**src/rtl/furv_bus_pkg.sv**
```systemverilog
// furv_bus_pkg: shared types and widths for the furv Wishbone bridges.
package furv_bus_pkg;
  localparam int WB_ADDR_W = 30;
  localparam int WB_SEL_W  = 4;
  typedef enum logic [1:0] {IDLE = 2'd0, BUS = 2'd1, RESP = 2'd2} state_e;
endpackage

```
**src/rtl/furv_bus_timeout.sv**
```systemverilog
// furv_bus_timeout: cycle counter that flags expiry after TIMEOUT counted cycles.
module furv_bus_timeout #(
  parameter int TIMEOUT   = 255,
  parameter int TIMEOUT_W = 8
) (
  input  logic clk,
  input  logic rst,
  input  logic start_i,
  input  logic en_i,
  output logic expired_o
);
  localparam logic [TIMEOUT_W-1:0] LAST = TIMEOUT_W'(TIMEOUT == 0 ? 0 : TIMEOUT - 1);
  logic [TIMEOUT_W-1:0] cnt_q, cnt_d;
  always_comb cnt_d = start_i ? '0 : en_i ? cnt_q + 1'b1 : cnt_q;
  always_ff @(posedge clk) begin
    if (rst) cnt_q <= '0;
    else     cnt_q <= cnt_d;
  end
  // TIMEOUT of zero means wait forever
  assign expired_o = (TIMEOUT != 0) && (cnt_q == LAST);
endmodule

```
**src/rtl/furv_dbus_bridge.sv**
```systemverilog
// furv_dbus_bridge: furv core data port to Wishbone B4 classic single-transfer master,
// with bus timeout and a sticky error record.
module furv_dbus_bridge
  import furv_bus_pkg::*;
#(
  parameter int TIMEOUT   = 255,
  parameter int TIMEOUT_W = 8
) (
  input  logic                 clk,
  input  logic                 rst,
  input  logic                 core_mem,
  input  logic                 core_mem_write,
  input  logic [WB_ADDR_W-1:0] core_addr,
  input  logic [WB_SEL_W-1:0]  core_sel,
  input  logic [31:0]          core_data_out,
  output logic [31:0]          core_data_in,
  output logic                 core_ack,
  output logic                 wb_cyc_o,
  output logic                 wb_stb_o,
  output logic                 wb_we_o,
  output logic [WB_ADDR_W-1:0] wb_adr_o,
  output logic [WB_SEL_W-1:0]  wb_sel_o,
  output logic [31:0]          wb_dat_o,
  input  logic [31:0]          wb_dat_i,
  input  logic                 wb_ack_i,
  input  logic                 wb_err_i,
  output logic                 bus_error,
  output logic [WB_ADDR_W-1:0] err_addr,
  input  logic                 err_clr
);
  state_e               state_q, state_d;
  logic                 cyc_q, cyc_d, we_q, we_d, ack_q, ack_d, berr_q, berr_d;
  logic [WB_ADDR_W-1:0] adr_q, adr_d, eaddr_q, eaddr_d;
  logic [WB_SEL_W-1:0]  sel_q, sel_d;
  logic [31:0]          dat_q, dat_d, rdat_q, rdat_d;
  logic                 tmo_start, tmo_en, expired, fault;

  furv_bus_timeout #(.TIMEOUT(TIMEOUT), .TIMEOUT_W(TIMEOUT_W)) u_timeout (
    .clk       (clk),
    .rst       (rst),
    .start_i   (tmo_start),
    .en_i      (tmo_en),
    .expired_o (expired)
  );

  // a late ack on the expiry cycle still counts as success
  assign fault = wb_err_i || (!wb_ack_i && expired);

  always_comb begin
    state_d   = state_q;
    cyc_d     = cyc_q;
    we_d      = we_q;
    adr_d     = adr_q;
    sel_d     = sel_q;
    dat_d     = dat_q;
    rdat_d    = rdat_q;
    ack_d     = 1'b0;
    berr_d    = berr_q && !err_clr;
    eaddr_d   = eaddr_q;
    tmo_start = 1'b0;
    tmo_en    = 1'b0;
    case (state_q)
      IDLE: if (core_mem) begin
        cyc_d     = 1'b1;
        we_d      = core_mem_write;
        adr_d     = core_addr;
        sel_d     = core_sel;
        dat_d     = core_data_out;
        tmo_start = 1'b1;
        state_d   = BUS;
      end
      BUS: if (wb_ack_i || fault) begin
        cyc_d   = 1'b0;
        ack_d   = 1'b1;
        rdat_d  = (fault || we_q) ? '0 : wb_dat_i;
        berr_d  = berr_d || fault;
        eaddr_d = (fault && (!berr_q || err_clr)) ? adr_q : eaddr_q;
        state_d = RESP;
      end else tmo_en = 1'b1;
      RESP:    state_d = IDLE;
      default: state_d = IDLE;
    endcase
  end

  always_ff @(posedge clk) begin
    if (rst) begin
      state_q <= IDLE;
      cyc_q   <= 1'b0;
      we_q    <= 1'b0;
      adr_q   <= '0;
      sel_q   <= '0;
      dat_q   <= '0;
      rdat_q  <= '0;
      ack_q   <= 1'b0;
      berr_q  <= 1'b0;
      eaddr_q <= '0;
    end else begin
      state_q <= state_d;
      cyc_q   <= cyc_d;
      we_q    <= we_d;
      adr_q   <= adr_d;
      sel_q   <= sel_d;
      dat_q   <= dat_d;
      rdat_q  <= rdat_d;
      ack_q   <= ack_d;
      berr_q  <= berr_d;
      eaddr_q <= eaddr_d;
    end
  end

  assign wb_cyc_o     = cyc_q;
  assign wb_stb_o     = cyc_q;
  assign wb_we_o      = we_q;
  assign wb_adr_o     = adr_q;
  assign wb_sel_o     = sel_q;
  assign wb_dat_o     = dat_q;
  assign core_data_in = rdat_q;
  assign core_ack     = ack_q;
  assign bus_error    = berr_q;
  assign err_addr     = eaddr_q;
endmodule

```
**config.mk**
```make
export PLATFORM = sky130hd
export DESIGN_NAME = furv_dbus_bridge
export DESIGN_NICKNAME = d
export VERILOG_FILES = /design/src/rtl/furv_bus_pkg.sv /design/src/rtl/furv_bus_timeout.sv /design/src/rtl/furv_dbus_bridge.sv
export SDC_FILE = /design/constraint.sdc
export NUM_CORES = 1
export LEC_CHECK = 0
export BUFFER_PORTS_ARGS = -buffer_cell sky130_fd_sc_hd__buf_2
export CELL_PAD_IN_SITES_DETAIL_PLACEMENT = 1
export CELL_PAD_IN_SITES_GLOBAL_PLACEMENT = 2
export CORE_ASPECT_RATIO = 2
export CORE_UTILIZATION = 26
export DETAILED_ROUTE_END_ITERATION = 10
export PLACE_DENSITY_LB_ADDON = 0.05
export SKIP_LAST_GASP = 1
export SLEW_MARGIN = 20
export SYNTH_ARGS = -nofsm -noshare
export SYNTH_HDL_FRONTEND = slang
export SYNTH_SLANG_ARGS = --single-unit
```
**constraint.sdc**
```tcl
create_clock -name clk -period 2.4 [get_ports clk]
set_clock_uncertainty 0.2 [all_clocks]
set_input_delay 0.24 -clock clk [delete_from_list [all_inputs] [get_ports clk]]
set_output_delay 0.24 -clock clk [all_outputs]
set_load 0.02 [all_outputs]
```
* Word-level counts from Yosys, hierarchy flattened *
Cells that the tools add are included.
Widths: inputs -> output; s select.

storage, ports and cells
  register bits = 142
  bits of input ports = 105
  output and inout port bits = 133

operators by class
  $add $sub $neg = 1
  equality and inequality tests = 4
  muxes and demuxes = 14
  bitwise gates (word level) = 1
  reduce and logical (&&, ||, !) cells = 20

operator list
  kind                 number
  $mux 32              1
  $mux 1               9
  $add 8x1->8 const B  1
  $eq 8x8->1 const B   1
  $reduce_and 2->1     3
  $reduce_and 3->1     2
  $logic_or 1x1->1     5
  $mux 2               2
  $ne 2x2->1 const B   2
  $pmux 2 s2           1
  $reduce_or 2->1      2
  $logic_and 1x1->1    3
  $logic_not 1->1      3
  $eq 2x1->1 const B   1
  $logic_not 2->1      1
  $pmux 1 s2           1
  $reduce_bool 2->1    1
  $not 1->1            1

* Longest topological paths before layout *
Gate-level depths: netlist (run 1).

  word-level depth = 6
  mapped depth = 9

* By module *
A second synthesis (run 1) with hierarchy kept.

second synthesis, totals
  cells, all modules = 560
  area, all modules = 5191.2 µm²

by module, submodules not included
  module            times used  cells each  area an instance (µm²)  sequential area each (µm²)
  furv_dbus_bridge  1           518         4823.4                  2682.6
  furv_bus_timeout  1           42          367.9                   160.2

* Least setup slack after synthesis (run 1) *
No wires, ideal clock.

  path type = register to register
  start = register u_timeout.cnt_q[0]
  end = register rdat_q[10], in the netlist core_data_in[10]
  data arrival time = 1710 ps
  data required time = 2141 ps
  setup slack = 431 ps
  stages on the path, launching flop included = 9
  path buffers = 2
  clock period less this slack = 1969 ps
  cell sequence = dfxtp_1 -> inv_1 -> ha_1 -> and4b_1 -> buf_6 -> a211o_1 -> a21oi_4 -> buf_6 -> a22o_1

between the ends
  word-level cells in the longest chain between the ends = 5
  elaborated cells on any way between the ends = 7
  classes of those cells = 1 x eq/ne; 1 x mux; 5 x reduce/logical

RTL lines
  what                                         line                                            text
  start: declaration                           furv_bus_timeout.sv:13                          logic [TIMEOUT_W-1:0] cnt_q, cnt_d;
  start signal: assignment                     furv_bus_timeout.sv:17                          else cnt_q <= cnt_d;
  $eq 8x8->1 *                                 furv_bus_timeout.sv:20                          assign expired_o = (TIMEOUT != 0) && (cnt_q == LAST);
  $logic_and 1x1->1 *                          furv_dbus_bridge.sv:47                          assign fault = wb_err_i || (!wb_ack_i && expired);
  $logic_or 1x1->1 *                           furv_dbus_bridge.sv:47
  $logic_or 1x1->1, on equally long branches   furv_dbus_bridge.sv:75, furv_dbus_bridge.sv:72
  $mux 32 or $reduce_and 2->1 (tied branches)  --
  end signal: assignment                       furv_dbus_bridge.sv:104                         rdat_q <= rdat_d;
  end: declaration                             furv_dbus_bridge.sv:35                          logic [31:0] dat_q, dat_d, rdat_q, rdat_d;

Every way passes the cells marked *; elsewhere a longest branch is shown, timed or not.
A chain may end at the register's enable or synchronous reset.

* Worst setup path after layout (run 1) *
  start = register u_timeout.cnt_q[0]
  end = register eaddr_q[25], in the netlist err_addr[25]

between the ends
  word-level cells in the longest chain between the ends = 5
  elaborated cells on any way between the ends = 6
  classes of those cells = 1 x eq/ne; 5 x reduce/logical

RTL lines
  what                                                   line                                            text
  $eq 8x8->1 *                                           furv_bus_timeout.sv:20
  $logic_and 1x1->1 *                                    furv_dbus_bridge.sv:47
  $logic_or 1x1->1 *                                     furv_dbus_bridge.sv:47
  $logic_or 1x1->1 or $logic_and 1x1->1 (tied branches)  furv_dbus_bridge.sv:72, furv_dbus_bridge.sv:77
  $reduce_and 3->1 (no source line) *                    --
  end signal: assignment                                 furv_dbus_bridge.sv:107                         eaddr_q <= eaddr_d;
  end: declaration                                       furv_dbus_bridge.sv:33                          logic [WB_ADDR_W-1:0] adr_q, adr_d, eaddr_q, eaddr_d;

Marked as above.

==> impl_metrics.env, run 1 <==
export IMPL_synth_cells=567
export IMPL_firstDrtPassIters=4
export IMPL_rr_startpoint="u_timeout.cnt_q[0]$_SDFFE_PP0P_"
export IMPL_multi_input_area_um2=2050
export IMPL_worst_slack_ns=0.248
export IMPL_gp_congestion=0.758
export IMPL_grt_pass1_vias=5511
export IMPL_cts_sinks=142
export IMPL_drive_gt1_share_pct=31.3
export IMPL_drc=0
export IMPL_layout_min_cycle_time_ns=2.15
export IMPL_required_ns=2.54
export IMPL_dr_total_vias=5191
export IMPL_tns_ns=0
export IMPL_rsz0062_at_grt="no"
export IMPL_path_buf_inv=2
export IMPL_p_seq_share_pct=41.0
export IMPL_numCtsBuffers=17
export IMPL_start_util_pct=26.5
export IMPL_final_seq_area_um2=2840
export IMPL_fin_crit_sh_pct=89.7
export IMPL_tightest_slew_ns=0.485
export IMPL_dp_hpwl_um=11900
export IMPL_dpl_worst_slack_ns=0.222
export IMPL_cp_startpoint="u_timeout.cnt_q[0]$_SDFFE_PP0P_"
export IMPL_synth_top_flop_cell="dfxtp_1"
export IMPL_yosys_area_top_type="dfxtp_1"
export IMPL_wirelength_um=17600
export IMPL_grt_use_total_pct=17.9
export IMPL_grt_max_degree=50
export IMPL_nets=997
export IMPL_yosys_warnings=0
export IMPL_finalPower_mw=6.13
export IMPL_crit_fanout=30
export IMPL_vias_per_cell=4.48
export IMPL_cts_resized=0
export IMPL_clockPowerShare_pct=46.7
export IMPL_path_clk_slew_ns=0.06
export IMPL_pwr_share_comb_pct=12.3
export IMPL_drv_cap=0
export IMPL_dieArea_um2=20300
export IMPL_nFillCells=2329
export IMPL_row_count=72
export IMPL_wire_per_inst_um=15.2
export IMPL_power_density_nw_per_um2=748
export IMPL_io_buffer_count=237
export IMPL_hold_viol_final=0
export IMPL_synth_edf_count=0
export IMPL_yosysTopAreaCellShare_pct=55.6
export IMPL_antenna_found_initial=0
export IMPL_critical_path_top_delay_family="simple AND/OR/NAND/NOR gates"
export IMPL_cp_slowest_cell="and4b_1"
export IMPL_yosysUniqueCellTypes=37
export IMPL_arrival_ns=2.29
export IMPL_grt_pass1_wl_um=27700
export IMPL_intPower_mw=4.65
export IMPL_h_tree_depth=4
export IMPL_clock_path_buffers=2
export IMPL_ant_nets=0
export IMPL_cp_cell_sequence="inv_1 -> ha_1 -> and4b_1 -> a21oi_2 -> nor3_2 -> buf_12 -> mux2i_1"
export IMPL_max_stage_delay_ns=0.39
export IMPL_grt_overflow_total=0
export IMPL_die_w_um=101
export IMPL_utilization_pct=42.5
export IMPL_crit_path_end_kind="flip-flop"
export IMPL_slew_headroom_pct=67.7
export IMPL_area_delta_synth_final_pct=60.3
export IMPL_layout_common_cells="buf_2 (237), nand2_1 (199), dfxtp_1 (142)"
export IMPL_worstSetupStartpointType="flip-flop"
export IMPL_switching_share_pct=24.2
export IMPL_async_flop_share_pct=0
export IMPL_synth_nets=674
export IMPL_ir_worst_vdd_mv=0.376
export IMPL_cts_tree="built"
export IMPL_drt_iter0_markers=77
export IMPL_crit_type="reg2reg"
export IMPL_hold_start="rst"
export IMPL_num_io_pins=238
export IMPL_yosys_top_cells_area="dfxtp_1 (56%), nand2_1 (15%), a21oi_1 (6.6%), mux2i_1 (6.3%), a22o_1 (5.5%)"
export IMPL_fmax_mhz=465
export IMPL_core_area_um2=19300
export IMPL_status="finished, final reports clean"
export IMPL_slew_violations=0
export IMPL_p_leak_nw=3.70
export IMPL_syn_area_per_cell_um2=9.01
export IMPL_synth_seq_cells=142
export IMPL_root_buffer="clkbuf_16"
export IMPL_synth_cell_area_um2=5110
export IMPL_insertion_delay_ns=0.42
export IMPL_netSwitchingPower_mw=1.48
export IMPL_seq_area_frac_synth_pct=55.6
export IMPL_fp_dieH_um=200
export IMPL_hold_path_class="in2reg"
export IMPL_finalSetupViolCount=0
export IMPL_final_common_cell="buf_2"
export IMPL_num_antenna_cells=0
through the flow:
stage / hold slack, ns / instances / instance area (µm²)
global route: 0.00572 / 1160 / 8190
global placement: 0.239 / 1030 / 6560
CTS: 0.00673 / 1160 / 8190
detailed placement: 0.247 / 1030 / 6560
finish: 0.0193 / 1160 / 8190
floorplan: 0.173 / 567 / 5110
cells in the mapped netlist, drive strengths merged (2+ instances only):
master	instances
nand2	200
dfxtp	142
a21oi	69
a22o	32
mux2i	32
clkbuf	30
buf	13
nor2	12
xnor2	4
inv	3
o21a	3
a2111oi	2
a211oi	2
and2	2
and4b	2
ha	2
nand3	2
nor3	2
nor3b	2
or3	2
power by group through the flow:
stage / sequential, mW / combinational [mW] / clock, mW
after global routing: 2.52 / 0.824 / 3.07
after CTS: 2.51 / 0.769 / 2.96
after global placement: 2.56 / 0.627 / 0
after detailed placement: 2.56 / 0.641 / 0
final: 2.51 / 0.757 / 2.86
after floorplan: 2.67 / 0.250 / 0
per-layer routing:
layer  GRT usage, %  wire length [µm]
met1           17.2              6550
met5              0                 0
met4           7.56               409
met3           4.88               985
met2           34.2              9670
kinds of logic after synthesis:
kind of cell / share of synthesized area [%]
AND/OR/NAND/NOR: 18.2
flip-flops: 55.6
AO/OA/AOI/OAI: 14.3
buffers and inverters: 4.41
multiplexers: 6.27
XOR/XNOR: 0.686
adder cells (fa/ha/maj): 0.490
final timing paths:
kind / slack (ns) / cells past startpoint / endpoint
worst max-delay path: 0.25 / 7 / err_addr[25]$_SDFFE_PP0P_
worst min-delay path: 0.02 / 3 / state_q[1]$_SDFFE_PP0P_
worst max register to register: 0.25 / 7 / err_addr[25]$_SDFFE_PP0P_
worst min register to register: 0.25 / 2 / wb_sel_o[2]$_SDFFE_PP0P_
layout make-up:
type                    instances  area share [%]
clock inverters                10            2.31
well taps                     259            3.96
inverters                       3           0.137
multi-input cells             379            25.1
clock buffers                  20            5.45
repair buffers                347            28.4
flip-flops and latches        142            34.7
registers in the layout, summed over array words and instances, names as in the netlist:
signal and count:
bus_error 1, err_addr 30, wb_cyc_o 1, u_timeout.cnt_q 8
state_q 2, core_data_in 32, wb_adr_o 30, wb_we_o 1
core_ack 1, wb_dat_o 32, wb_sel_o 4
worst register-to-register path, cell delays in order, from the launching register on:
cell and delay (ns):
dfxtp_1 0.34, inv_1 0.07, ha_1 0.14, and4b_1 0.39, a21oi_2 0.14, nor3_2 0.26, buf_12 0.28, mux2i_1 0.25
what timing repair did:
item,4_1_cts,5_1_grt
setup buffers,0,0
endpoints found under the hold margin,100,0
hold buffers,100,0
Power figures use the tool's default switching activity.
==> run 2: changes to the inputs <==
Settings changed: SYNTH_HIERARCHICAL set to 1.
==> impl_metrics.env, run 2 <==
export IMPL_status="finished, final reports clean"
export IMPL_yosysTopAreaCellShare_pct=54.8
export IMPL_fp_dieH_um=202
export IMPL_row_count=72
export IMPL_wirelength_um=17300
export IMPL_yosys_warnings=6
export IMPL_layout_common_cells="buf_2 (236), dfxtp_1 (142), nand2_1 (135)"
export IMPL_cts_sinks=142
export IMPL_core_area_um2=19500
export IMPL_seq_area_frac_synth_pct=54.8
export IMPL_fmax_mhz=453
export IMPL_crit_path_end_kind="flip-flop"
export IMPL_hold_path_class="in2reg"
export IMPL_cp_cell_sequence="inv_1 -> ha_1 -> nand3_1 -> nor2_1 -> nor3_1 -> o21ba_2 -> a22o_1"
export IMPL_worstReg2RegEnd="core_data_in[23]$_SDFFE_PP0P_"
export IMPL_fin_crit_sh_pct=91.9
export IMPL_hold_ws_ns=0.102
export IMPL_hold_start="rst"
export IMPL_clock_path_buffers=2
export IMPL_nets=991
export IMPL_drv_cap=0
export IMPL_antenna_found_initial=0
export IMPL_slew_violations=0
export IMPL_synth_edf_count=0
export IMPL_hold_viol_final=0
export IMPL_final_seq_area_um2=2840
export IMPL_grt_pass1_wl_um=27200
export IMPL_yosysUniqueCellTypes=31
export IMPL_root_buffer="clkbuf_16"
export IMPL_synth_cells=560
export IMPL_synth_top_flop_cell="dfxtp_1"
export IMPL_numCtsBuffers=17
export IMPL_synth_nets=667
export IMPL_multi_input_area_um2=2140
export IMPL_grt_use_total_pct=17.3
export IMPL_grt_pass1_vias=5495
export IMPL_synth_most_common_cell="dfxtp_1"
export IMPL_insertion_delay_ns=0.42
export IMPL_nFillCells=2338
export IMPL_max_stage_delay_ns=0.64
export IMPL_cts_resized=0
export IMPL_p_seq_share_pct=42.0
export IMPL_vias_per_cell=4.43
export IMPL_p_leak_nw=3.66
export IMPL_yosys_area_top_type="dfxtp_1"
export IMPL_clockPowerShare_pct=45.6
export IMPL_crit_fanout=32
export IMPL_worstSetupStartpointType="flip-flop"
export IMPL_layout_min_cycle_time_ns=2.21
export IMPL_cp_slowest_cell="o21ba_2"
export IMPL_ir_worst_vdd_mv=0.374
export IMPL_synth_cell_area_um2=5190
export IMPL_netSwitchingPower_mw=1.52
export IMPL_dp_hpwl_um=11600
export IMPL_gp_congestion=0.694
export IMPL_cp_num_cells=7
export IMPL_num_antenna_cells=0
export IMPL_syn_area_per_cell_um2=9.27
export IMPL_io_buffer_count=237
export IMPL_dieArea_um2=20600
export IMPL_tns_ns=0
export IMPL_min_path_cells=2
export IMPL_switching_share_pct=25.4
export IMPL_num_io_pins=238
export IMPL_drc=0
export IMPL_yosys_top_cells_count="dfxtp_1 (142), nand2_1 (135), a21oi_1 (72), nand2b_1 (62), a22o_1 (32)"
export IMPL_reg2reg_depth=7
export IMPL_drt_iter0_markers=102
export IMPL_slew_headroom_pct=48.2
export IMPL_area_delta_synth_final_pct=58.5
export IMPL_h_tree_depth=4
export IMPL_pwr_share_comb_pct=12.5
export IMPL_async_flop_share_pct=0
export IMPL_rr_startpoint="u_timeout/cnt_q[0]$_SDFFE_PP0P_"
export IMPL_r2r_slack_ns=0.19
export IMPL_hold_path_end="wb_adr_o[26]$_SDFFE_PP0P_"
export IMPL_tightest_slew_ns=0.776
export IMPL_path_clk_slew_ns=0.07
export IMPL_grt_max_degree=85
export IMPL_yosys_top_cells_area="dfxtp_1 (55%), nand2_1 (9.8%), nand2b_1 (7.5%), a21oi_1 (6.9%), mux2i_1 (6.0%)"
export IMPL_required_ns=2.56
export IMPL_rsz0062_at_grt="no"
export IMPL_synth_seq_cells=142
export IMPL_finalSetupViolCount=0
export IMPL_crit_type="reg2reg"
export IMPL_final_common_cell="buf_2"
export IMPL_arrival_ns=2.36
export IMPL_ant_nets=0
export IMPL_drive_gt1_share_pct=31.7
export IMPL_grt_overflow_total=0
export IMPL_critical_path_top_delay_family="compound AO/OA/AOI/OAI gates"
export IMPL_power_density_nw_per_um2=727
export IMPL_die_w_um=102
export IMPL_dr_total_vias=5121
export IMPL_wire_per_inst_um=14.9
export IMPL_intPower_mw=4.46
export IMPL_start_util_pct=26.7
export IMPL_firstDrtPassIters=4
export IMPL_cts_tree="built"
export IMPL_path_buf_inv=1
==> run 2: cell types whose count changed in the layout (fill, tap and decap cells not counted), moves of 4 or more <==
cell	previous run	this run
nand2_1	199	135
nand2b_1	1	62
nor2_1	12	6
o21ai_0	0	4
a21oi_1	67	72
==> run 2: timing repair <==
item | CTS | global route
endpoints found under the hold margin | 101 | 0
setup buffers | 0 | 0
hold buffers | 101 | 0
==> run 2: worst max path at each step <==
| stage | start | slack [ns] | end |
|---|---|---|---|
| floorplan | u_timeout/cnt_q[0]$_SDFFE_PP0P_ | 0.44 | u_timeout/cnt_q[7]$_SDFFE_PP0P_ |
| global placement | u_timeout/cnt_q[0]$_SDFFE_PP0P_ | 0.24 | core_data_in[24]$_SDFFE_PP0P_ |
| detailed placement | u_timeout/cnt_q[0]$_SDFFE_PP0P_ | 0.20 | core_data_in[23]$_SDFFE_PP0P_ |
| CTS | u_timeout/cnt_q[0]$_SDFFE_PP0P_ | 0.17 | core_data_in[4]$_SDFFE_PP0P_ |
| global route | u_timeout/cnt_q[0]$_SDFFE_PP0P_ | 0.01 | core_data_in[19]$_SDFFE_PP0P_ |
| finish | u_timeout/cnt_q[0]$_SDFFE_PP0P_ | 0.19 | core_data_in[23]$_SDFFE_PP0P_ |
==> run 2: cell type report <==
| class | count | area share (%) |
|---|---|---|
| Clock buffer | 19 | 5.38 |
| Clock inverter | 13 | 2.01 |
| Inverter | 3 | 0.152 |
| Multi-Input combinational cell | 374 | 26.0 |
| Sequential cell | 142 | 34.5 |
| Tap cell | 259 | 3.94 |
| Timing Repair Buffer | 346 | 27.9 |
==> run 2: cell families after synthesis <==
family | count (synthesis) | synth area share, %
and+or+nand+nor | 224 | 20.3
adders and majority gates | 2 | 0.482
muxes | 31 | 5.98
AOI/OAI and AO/OA | 113 | 13.6
buffers and inverters | 44 | 4.19
xor gates and xnor gates | 4 | 0.675
DFF | 142 | 54.8
==> run 2: power by group through the flow <==
stage | logic (mW) | clock network (mW) | registers (mW)
detailed placement | 0.628 | 0 | 2.56
finish | 0.745 | 2.72 | 2.51
floorplan | 0.257 | 0 | 2.67
global route | 0.815 | 2.92 | 2.52
global placement | 0.613 | 0 | 2.56
CTS | 0.759 | 2.83 | 2.51
==> run 2: layer usage <==
metal / part of all wire (%) / GRT usage [%] / vias to the layer above
li1: - / - / 2514
met1: 37 / 15.8 / 2412
met2: 55 / 34.4 / 176
met3: 6.0 / 4.63 / 19
met4: 1.7 / 6.68 / 0
met5: 0 / 0 / -
==> run 2: stage by stage <==
stage          cell area (µm²)  total power [mW]  utilization (%)  std cells  setup WS, ns
2_1_floorplan             5190              2.92                -        560         0.441
5_1_grt                   8230              6.26             42.3       1156        0.0146
3_5_place_dp              6610              3.19             34.0       1023         0.196
6_report                  8230              5.98             42.3       1156         0.195
3_3_place_gp              6610              3.17             34.0       1023         0.239
4_1_cts                   8230              6.10             42.3       1156         0.167
